<file path="config.mk">
export PLATFORM = sky130hd
export DESIGN_NAME = sd_blk_arbiter
export DESIGN_NICKNAME = d
export VERILOG_FILES = /design/src/rtl/sd_arb_pkg.sv /design/src/rtl/sd_arb_rr.sv /design/src/rtl/sd_blk_arbiter.sv
export SDC_FILE = /design/constraint.sdc
export NUM_CORES = 1
export LEC_CHECK = 0
export BUFFER_PORTS_ARGS = -buffer_cell sky130_fd_sc_hd__buf_2
export CAP_MARGIN = 10
export CORE_UTILIZATION = 40
export DETAILED_ROUTE_END_ITERATION = 8
export PLACE_DENSITY = 0.78
export REMOVE_ABC_BUFFERS = 1
export SLEW_MARGIN = 20
export SYNTH_ARGS = -nofsm -noshare
export SYNTH_HDL_FRONTEND = slang
export SYNTH_SLANG_ARGS = --single-unit
</file>
<file path="constraint.sdc">
create_clock -name clk_sys -period 2.8 [get_ports clk_sys]
set_input_delay 0.14 -clock clk_sys [delete_from_list [all_inputs] [get_ports clk_sys]]
set_output_delay 0.14 -clock clk_sys [all_outputs]
set_load 0.02 [all_outputs]
</file>
<file path="src/rtl/sd_arb_pkg.sv">
// Shared types and helpers for the SD block-channel arbiter.
// Holds the FSM state type, the watchdog counter width and the
// round-robin pick function used by sd_arb_rr.
package sd_arb_pkg;

  typedef enum logic [1:0] {
    IDLE = 2'd0,
    REQ  = 2'd1,
    XFER = 2'd2
  } state_e;

  localparam int TO_W    = 24;
  localparam int MAX_REQ = 4;

  typedef struct packed {
    logic       valid;
    logic [1:0] idx;
  } rr_pick_t;

  // Search upward from ptr with wrap at nreq; first pending bit wins.
  // Candidates never reach nreq, so the index is always a real requester.
  function automatic rr_pick_t rr_pick(input logic [3:0] pending,
                                       input logic [1:0] ptr,
                                       input logic [2:0] nreq);
    rr_pick_t   res;
    logic [2:0] cand;
    res = '0;
    for (int k = 0; k < MAX_REQ; k++) begin
      cand = {1'b0, ptr} + 3'(k);
      if (cand >= nreq) begin
        cand = cand - nreq;
      end else begin
        cand = cand;
      end
      if ((3'(k) < nreq) && !res.valid && pending[cand[1:0]]) begin
        res.valid = 1'b1;
        res.idx   = cand[1:0];
      end else begin
        res = res;
      end
    end
    return res;
  endfunction

endpackage

</file>
<file path="src/rtl/sd_arb_rr.sv">
// Combinational round-robin picker: pending vector + start pointer
// in, winning requester index and valid flag out.
module sd_arb_rr
  import sd_arb_pkg::*;
#(
  parameter int NREQ = 3
) (
  input  logic [NREQ-1:0] pend_i,
  input  logic [1:0]      ptr_i,
  output logic            valid_o,
  output logic [1:0]      idx_o
);

  logic [3:0] pend_ext_s;
  rr_pick_t   pick_s;

  // Widen the pending vector to the picker's fixed width and search it.
  always_comb begin
    pend_ext_s             = 4'b0000;
    pend_ext_s[NREQ-1:0]   = pend_i;
    pick_s                 = rr_pick(pend_ext_s, ptr_i, 3'(NREQ));
  end

  assign valid_o = pick_s.valid;
  assign idx_o   = pick_s.idx;

endmodule

</file>
<file path="src/rtl/sd_blk_arbiter.sv">
// Shares one hps_io virtual-drive block channel between NREQ requesters.
// Latches read/write request pulses, grants round-robin (write before read
// for the same requester), drives sd_rd/sd_wr until sd_ack rises, routes
// buffer strobes/data during the transfer and pulses req_done on ack fall.
// Optional watchdog: define SD_ARB_TIMEOUT_EN to abort REQ/XFER after TO_CYC
// cycles and raise a sticky timeout flag; otherwise timeout stays 0.
module sd_blk_arbiter
  import sd_arb_pkg::*;
#(
  parameter int              NREQ   = 3,
  parameter int              LBA_W  = 32,
  parameter logic [TO_W-1:0] TO_CYC = 24'd14_000_000
) (
  input  logic                  clk_sys,
  input  logic                  reset_n,
  input  logic [NREQ-1:0]       req_rd,
  input  logic [NREQ-1:0]       req_wr,
  input  logic [NREQ*LBA_W-1:0] req_lba,
  input  logic [NREQ*8-1:0]     req_buff_din,
  output logic [NREQ-1:0]       req_wait,
  output logic [NREQ-1:0]       req_done,
  output logic [NREQ-1:0]       req_buff_wr,
  output logic                  sd_rd,
  output logic                  sd_wr,
  output logic [LBA_W-1:0]      sd_lba,
  input  logic                  sd_ack,
  input  logic                  sd_buff_wr,
  output logic [7:0]            sd_buff_din,
  output logic [1:0]            grant,
  output logic                  timeout
);

  localparam logic [1:0] LAST_IDX = 2'(NREQ - 1);

  state_e            state_q, state_d;
  logic [NREQ-1:0]   pend_rd_q, pend_rd_d, pend_wr_q, pend_wr_d;
  logic [NREQ-1:0]   clr_rd_s, clr_wr_s;
  logic [NREQ-1:0]   wait_q, wait_d, done_q, done_d;
  logic [1:0]        ptr_q, ptr_d, grant_q, grant_d;
  logic              sd_rd_q, sd_rd_d, sd_wr_q, sd_wr_d;
  logic [LBA_W-1:0]  lba_q, lba_d;
  logic              ack_q;
  logic              ack_rise_s, ack_fall_s;
  logic              pick_valid_s;
  logic [1:0]        pick_idx_s;
  logic              to_hit_s;
  logic              timeout_q, timeout_d;
  logic [NREQ-1:0]   req_buff_wr_s;

  sd_arb_rr #(.NREQ(NREQ)) u_rr (
    .pend_i  (pend_rd_q | pend_wr_q),
    .ptr_i   (ptr_q),
    .valid_o (pick_valid_s),
    .idx_o   (pick_idx_s)
  );

  // Edges are taken against a registered copy so an ack already high at
  // grant time must fall and rise again before the transfer starts.
  assign ack_rise_s = sd_ack & ~ack_q;
  assign ack_fall_s = ~sd_ack & ack_q;

`ifdef SD_ARB_TIMEOUT_EN
  logic [TO_W-1:0] cnt_q, cnt_d;

  assign to_hit_s = (state_q != IDLE) && ((cnt_q + TO_W'(1)) == TO_CYC);

  // Watchdog counter: restarts on every state entry, counts in REQ/XFER.
  always_comb begin
    cnt_d = cnt_q;
    if (state_d != state_q) begin
      cnt_d = '0;
    end else if (state_q != IDLE) begin
      cnt_d = cnt_q + TO_W'(1);
    end else begin
      cnt_d = cnt_q;
    end
  end

  // Watchdog counter register.
  always_ff @(posedge clk_sys or negedge reset_n) begin
    if (!reset_n) begin
      cnt_q <= '0;
    end else begin
      cnt_q <= cnt_d;
    end
  end
`else
  logic unused_to_s;
  assign unused_to_s = ^TO_CYC;
  assign to_hit_s    = 1'b0;
`endif

  // Next-state, grant capture, pending bookkeeping and wait/done generation.
  always_comb begin
    state_d   = state_q;
    ptr_d     = ptr_q;
    grant_d   = grant_q;
    lba_d     = lba_q;
    sd_rd_d   = sd_rd_q;
    sd_wr_d   = sd_wr_q;
    done_d    = '0;
    timeout_d = timeout_q;
    clr_rd_s  = '0;
    clr_wr_s  = '0;
    case (state_q)
      IDLE: begin
        if (pick_valid_s) begin
          grant_d = pick_idx_s;
          lba_d   = req_lba[pick_idx_s*LBA_W +: LBA_W];
          if (pend_wr_q[pick_idx_s]) begin
            sd_wr_d              = 1'b1;
            clr_wr_s[pick_idx_s] = 1'b1;
          end else begin
            sd_rd_d              = 1'b1;
            clr_rd_s[pick_idx_s] = 1'b1;
          end
          ptr_d   = (pick_idx_s == LAST_IDX) ? 2'd0 : pick_idx_s + 2'd1;
          state_d = REQ;
        end else begin
          state_d = IDLE;
        end
      end
      REQ: begin
        if (ack_rise_s) begin
          sd_rd_d = 1'b0;
          sd_wr_d = 1'b0;
          state_d = XFER;
        end else if (to_hit_s) begin
          sd_rd_d           = 1'b0;
          sd_wr_d           = 1'b0;
          done_d[grant_q]   = 1'b1;
          timeout_d         = 1'b1;
          state_d           = IDLE;
        end else begin
          state_d = REQ;
        end
      end
      XFER: begin
        if (ack_fall_s) begin
          done_d[grant_q] = 1'b1;
          state_d         = IDLE;
        end else if (to_hit_s) begin
          sd_rd_d         = 1'b0;
          sd_wr_d         = 1'b0;
          done_d[grant_q] = 1'b1;
          timeout_d       = 1'b1;
          state_d         = IDLE;
        end else begin
          state_d = XFER;
        end
      end
      default: begin
        sd_rd_d = 1'b0;
        sd_wr_d = 1'b0;
        state_d = IDLE;
      end
    endcase
    // A request pulse in the same cycle as its clear keeps the bit set.
    pend_rd_d = (pend_rd_q & ~clr_rd_s) | req_rd;
    pend_wr_d = (pend_wr_q & ~clr_wr_s) | req_wr;
    for (int i = 0; i < NREQ; i++) begin
      wait_d[i] = pend_rd_d[i] | pend_wr_d[i] |
                  ((state_d != IDLE) && (grant_d == 2'(i)));
    end
  end

  // Strobe and data routing to/from the granted requester.
  always_comb begin
    req_buff_wr_s = '0;
    if (state_q == XFER) begin
      req_buff_wr_s[grant_q] = sd_buff_wr & sd_ack;
    end else begin
      req_buff_wr_s = '0;
    end
  end

  assign sd_buff_din = req_buff_din[grant_q*8 +: 8];

  // State and output registers.
  always_ff @(posedge clk_sys or negedge reset_n) begin
    if (!reset_n) begin
      state_q   <= IDLE;
      pend_rd_q <= '0;
      pend_wr_q <= '0;
      wait_q    <= '0;
      done_q    <= '0;
      ptr_q     <= 2'd0;
      grant_q   <= 2'd0;
      sd_rd_q   <= 1'b0;
      sd_wr_q   <= 1'b0;
      lba_q     <= '0;
      ack_q     <= 1'b0;
      timeout_q <= 1'b0;
    end else begin
      state_q   <= state_d;
      pend_rd_q <= pend_rd_d;
      pend_wr_q <= pend_wr_d;
      wait_q    <= wait_d;
      done_q    <= done_d;
      ptr_q     <= ptr_d;
      grant_q   <= grant_d;
      sd_rd_q   <= sd_rd_d;
      sd_wr_q   <= sd_wr_d;
      lba_q     <= lba_d;
      ack_q     <= sd_ack;
      timeout_q <= timeout_d;
    end
  end

  assign req_wait    = wait_q;
  assign req_done    = done_q;
  assign req_buff_wr = req_buff_wr_s;
  assign sd_rd       = sd_rd_q;
  assign sd_wr       = sd_wr_q;
  assign sd_lba      = lba_q;
  assign grant       = grant_q;
  assign timeout     = timeout_q;

endmodule
</file>
### Yosys cells after proc, flatten, opt, wreduce, memory -nomap -nowiden

Index checks and enable logic that the tools add are counted.

* register bits: 53
* bits of input ports: 130
* output and inout bits: 54

* add/sub/neg operators: 6
* magnitude comparators: 10
* eq/ne operators: 9
* shifts and indexed selects: 2
* multiplexer cells: 41
* bitwise gates (word level): 20
* reduce and logical (&&, ||, !) cells: 15

Operators by type and width (count)
* 96-bit by 8-bit indexed part select with 32-bit output: 1
* 3-bit two-way mux: 12
* 24-bit by 6-bit indexed part select with 8-bit output: 1
* 2-bit two-way mux: 8
* 2-bit by 3-bit < comparator with 1-bit output (second input constant): 5
* 1-bit two-way mux: 12
* 3-bit bitwise AND: 3
* 3-bit OR: 3
* 1-bit binary-select mux with 2-bit select: 4
* 4-bit AND reduction: 2
* 1-bit logical AND: 7
* 2-bit equality test (second input constant): 3
* 3-bit by 2-bit >= comparator with 1-bit output (second input constant): 2
* 2-bit != test (second input constant): 3
* 3-bit inverter: 2
* 1-bit OR: 6
* 1-bit case mux with 3 select lines: 2
* 2-bit case mux with 3 select lines: 1
* 2-bit subtractor (second input constant): 3
* 1-bit demux with 2-bit select: 2
* 2-bit by 1-bit equality test with 1-bit output (second input constant): 2
* 2-bit by 1-bit >= comparator with 1-bit output (second input constant): 2
* 2-bit zero test: 2
* 2-bit by 1-bit adder with 3-bit output (second input constant): 1
* 9 further kinds: 14

### Logic depth before layout (Yosys ltp)

* depth in word-level cells: 23
* mapped depth: 11

### Hierarchy

From an unflattened synthesis, not the netlist that was laid out.

* cell total of the unflattened synthesis: 330
* area total of the unflattened synthesis: 3159.3 um^2

Modules (own cells, without submodules)
* sd_blk_arbiter: times used 1, cells an instance 299, area an instance 2911.5 um^2, seq. area each 1326.3 um^2
* sd_arb_rr: times used 1, cells an instance 31, area an instance 247.7 um^2, seq. area each 0.0 um^2

### Worst setup path before layout

No wires, ideal clock.

* path kind: reg-to-reg
* start point: register ptr_q[0]
* end point: register wait_q[2] (netlist: req_wait[2])
* library setup time: 0.134 ns
* data arrival time: 2.244 ns
* required time: 2.666 ns
* slack: 0.422 ns
* cell stages (with the launch flop): 12
* period minus slack after synthesis: 2.378 ns
* cell sequence: dfrtp_1 inv_1 ha_1 buf_6 nor4b_2 a311oi_2 or2_1 buf_4 buf_6 nand4_2 a2111oi_2 o21ai_1

* longest elaborated chain between the ends: 23

RTL lines
* start, declared: line sd_blk_arbiter.sv:39 `logic [1:0] ptr_q, ptr_d, grant_q, grant_d;`
* start signal, assigned: line sd_blk_arbiter.sv:200 `ptr_q <= ptr_d;`
* branches (longest 10 deep; another with 2-bit by 1-bit adder with 3-bit output)
* 3-bit two-way mux (*): line sd_arb_pkg.sv:35 `if ((3'(k) < nreq) && !res.valid && pending[cand[1:0]]) begin`
* 2-bit by 3-bit < comparator with 1-bit output (implied by the code) / 2-bit by 1-bit >= comparator with 1-bit output (equally long branches): line sd_blk_arbiter.sv:112, sd_blk_arbiter.sv:115
* 1-bit logical AND (implied by the code): line sd_blk_arbiter.sv:112, sd_blk_arbiter.sv:115
* 1-bit two-way mux (implied by the code): line sd_blk_arbiter.sv:112, sd_blk_arbiter.sv:115
* 1-bit demux with 2-bit select: line sd_blk_arbiter.sv:112, sd_blk_arbiter.sv:115
* 3-bit two-way mux: line sd_blk_arbiter.sv:110 `if (pend_wr_q[pick_idx_s]) begin`
* 3-bit two-way mux: line sd_blk_arbiter.sv:107 `if (pick_valid_s) begin`
* 3-bit two-way mux: line sd_blk_arbiter.sv:105 `case (state_q)`
* 3-bit inverter (on tied branches): line sd_blk_arbiter.sv:159, sd_blk_arbiter.sv:160
* 3-bit bitwise AND (on tied branches): line sd_blk_arbiter.sv:159, sd_blk_arbiter.sv:160
* 3-bit OR (on tied branches): line sd_blk_arbiter.sv:159, sd_blk_arbiter.sv:160
* 1-bit OR: line sd_blk_arbiter.sv:162 `wait_d[i] = pend_rd_d[i] | pend_wr_d[i] |`
* 1-bit OR (*): line sd_blk_arbiter.sv:162
* via wait_d[2]: line sd_blk_arbiter.sv:38 `logic [NREQ-1:0] wait_q, wait_d, done_q, done_d;`
* end signal, assigned: line sd_blk_arbiter.sv:198 `wait_q <= wait_d;`
* end, declared: line sd_blk_arbiter.sv:38

Mark *: on every way through the listed nets, which the timed path passes. The select of a mux whose other input is x is not followed.
A chain may end at the register's enable or synchronous reset.

### Final worst setup path

* start point: register ptr_q[1]
* end point: register lba_q[20] (netlist: sd_lba[20])

* longest elaborated chain between the ends: 12

RTL lines
* branches (longest 10 deep; another with 2-bit by 1-bit adder with 3-bit output)
* 3-bit two-way mux (*): line sd_arb_pkg.sv:35
* 96-bit by 8-bit indexed part select with 32-bit output / 2-bit AND reduction (equally long branches)
* end signal, assigned: line sd_blk_arbiter.sv:204 `lba_q <= lba_d;`
* end, declared: line sd_blk_arbiter.sv:41 `logic [LBA_W-1:0] lba_q, lba_d;`

Every way passes the cells marked *. The select of a mux whose other input is x is not followed.

==> reports/qor.yml <==
overflow: 0
path_class: "flop to flop"
setup_viol: 0
grt_pass1_wl_mm: 14.5
port_buffers: 182
min_period_over_period_pct: 93.8
max_freq_ghz: 0.381
required_ns: 2.98
syn_inst: 348
viasPerCell: 5.41
drc: 0
cts_tree: "done"
ant_nets: 0
drv_cap: 0
worstSkewPairLatency_ns: 0.30
internal-power_mw: 2.80
die_area_mm2: 0.00849
synth_area_per_cell_um2: 9.34
grt_pass1_vias: 3214
reg2reg_to: "sd_lba[20]"
yosys.cell_types.count: 56
cts_made_buffers: 5
cpPeakStageDelay_ns: 0.53
holdPathEnd: "pend_wr_q[1]"
fp.coreArea_mm2: 0.00781
drive_gt1_share_pct: 42.0
power_mw: 5.33
r2r_cells: 9
r2r-start: "ptr_q[1]"
clock_skew_ns: 0.00608
syn-cell-area_mm2: 0.00325
yosys_most_used_dff: "dfrtp_1"
routedWlPerCell_um: 14.2
clock-root-buffer: "clkbuf_8"
cts.sink_count: 53
grt_util_all_layers_pct: 21.1
yosys_warnings: 0
ys_async_sr_fraction_pct: 100
slowest_stage: "or4_4"
clkPwrFrac_pct: 11.4
layout_common_cells: "buf_2, dfrtp_1, nand2_1"
layout_commonest_cell: "buf_2"
critPathLaunch: "ptr_q[1]"
synth_top_area_share_pct: 40.8
num_vias: 3376
path_cells: "inv_1 -> ha_1 -> o21bai_4 -> a21oi_1 -> or4_4 -> and2_4 -> buf_4 -> a211oi_1 -> o31ai_1"
grt_antenna_before_repair: 0
initial_core_util_pct: 41.6
synth_seq_area_share_pct: 40.8
drt_iter0_drc: 202
seqPwrFrac_pct: 25.6
slew_violations: 0
rows: 32
cts_buffer_depth: 2
clk_pin_slew_ns: 0.10
period_needed_ns: 2.63
setup_tns_ns: 0
crit_path_start_kind: "flop"
antenna_cells: 0
worst_pin_slew_ns: 0.725
hold_depth: 3
power.share.combinational_pct: 63.0
die_x_um: 92.1
syn_to_final_growth_pct: 35.3
arrival_ns: 2.81
regToRegSetupSlack_ns: 0.17
pin_count: 184
hp-start: "req_wr[1]"
cp-end-kind: "flop"
switchingPower_mw: 2.53
p_per_area_mw_per_mm2: 1210
slew_headroom_pct: 50.9
routabilityCongestion: 1.03
synth_seq_cells: 53
peakVddDrop_uv: 762
hp-class: "primary input to flop"
cts_htree_levels: 2
outcome: "complete, no violations"
crit_fanout: 21
hold_ws_ns: 0.0344
die_y_um: 92.1
grt_start_max_net_pins: 33
yosys.area.top_type: "dfrtp_1"
power.leakage_nw: 2.11
rsz0062_at_grt: "false"
drt_wl_total_mm: 8.86
switching_share_pct: 47.5
synthTopCellsByArea: "dfrtp_1, o31ai_1, a211oi_1, nand2_1, a221o_1"
first_pass_iters: 4
layout.nets: 654
synth_edf_count: 0
hold_viol_final: 0
dp_hpwl_mm: 6.86
## worst max-delay path by stage
| stage | to | slack, ns | cells past startpoint |
|---|---|---|---|
| final | sd_lba[20] | 0.17 | 9 |
| after global routing | ptr_q[0] | 0.01 | 10 |
| after CTS | sd_lba[6] | 0.02 | 8 |
| after detailed placement | sd_lba[7] | 0.05 | 8 |
| after global placement | sd_lba[20] | 0.15 | 9 |
| after floorplan | req_wait[1] | -1.00 | 8 |
## state kept, by name (all words and copies together), names as in the netlist
name	cells
pend_wr_q	3
ack_q	1
state_q	2
sd_rd	1
req_done	3
req_wait	3
sd_lba	32
ptr_q	2
grant	2
sd_wr	1
pend_rd_q	3
## what timing repair did
item,CTS,global route
setup endpoints to repair,0,34
hold endpoints to repair,32,0
setup buffers,0,0
hold buffers,2,0
gates resized for setup,0,3
## layer usage
metal  GRT usage, %  vias to the layer above  share of wire [%]
li1               -                     1643                  -
met1           26.1                     1587                 42
met2           37.3                      131                 50
met3           3.81                       15                6.1
met4           6.51                        0                1.3
met5              0                        -                  0
## metrics by stage
| stage | cells | util [%] | instance area [µm²] | setup slack, ns |
|---|---|---|---|---|
| 2_1_floorplan | 320 | - | 3090 | -1.00 |
| 6_report | 624 | 56.3 | 4400 | 0.174 |
| 3_3_place_gp | 614 | 54.2 | 4230 | 0.149 |
| 5_1_grt | 624 | 56.3 | 4400 | 0.0148 |
| 4_1_cts | 624 | 56.2 | 4390 | 0.0245 |
| 3_5_place_dp | 614 | 54.2 | 4230 | 0.0530 |
## cells by family after synthesis
| kind of cell | Yosys count | share of synthesized area [%] |
|---|---|---|
| AND/OR/NAND/NOR | 93 | 13.4 |
| buffers and inverters | 40 | 6.43 |
| adder cells (fa/ha/maj) | 3 | 1.15 |
| flip-flops | 53 | 40.8 |
| multiplexers | 9 | 2.77 |
| other | 1 | 0.115 |
| AO/OA/AOI/OAI | 149 | 35.4 |
## power groups by stage
| stage | combinational [mW] | clock (mW) | sequential, mW |
|---|---|---|---|
| 4_1_cts | 3.36 | 0.627 | 1.36 |
| 6_report | 3.36 | 0.606 | 1.36 |
| 5_1_grt | 3.70 | 0.651 | 1.41 |
| 2_1_floorplan | 1.97 | 0 | 1.65 |
| 3_3_place_gp | 3.26 | 0 | 1.36 |
| 3_5_place_dp | 3.35 | 0 | 1.37 |
## cell type report
type	instances	area [µm²]
multi-input combinational	255	1740
clock buffer	5	68.8
clock inverter	3	68.8
tap	102	128
fill	716	3410
sequential	53	1330
timing repair buffer	194	1020
inverter	12	45.0
## cell usage after synthesis (3+ instances only)
library cell,instances
dfrtp_1,53
nand2_1,34
nor2_1,32
o31ai_1,21
a211oi_1,20
buf_2,16
o21ai_0,15
a21boi_0,14
a221o_1,12
a22o_1,12
inv_1,12
mux2i_1,9
a21boi_1,8
a21oi_1,8
o211ai_1,6
o21a_1,5
o21ai_1,5
buf_4,4
nand2b_1,4
nor2b_1,4
nor3_1,4
a21o_1,3
buf_6,3
clkbuf_1,3
ha_1,3
or2_1,3
## worst max-delay path: cells and delay by family (launching register included)
family / cells / cell delay [ns]
AO/OA/AOI/OAI: 4 / 0.74
adder cells (fa/ha/maj): 1 / 0.33
buffers and inverters: 2 / 0.29
flip-flops: 1 / 0.41
AND/OR/NAND/NOR: 2 / 0.72
Power figures use the tool's default switching activity.
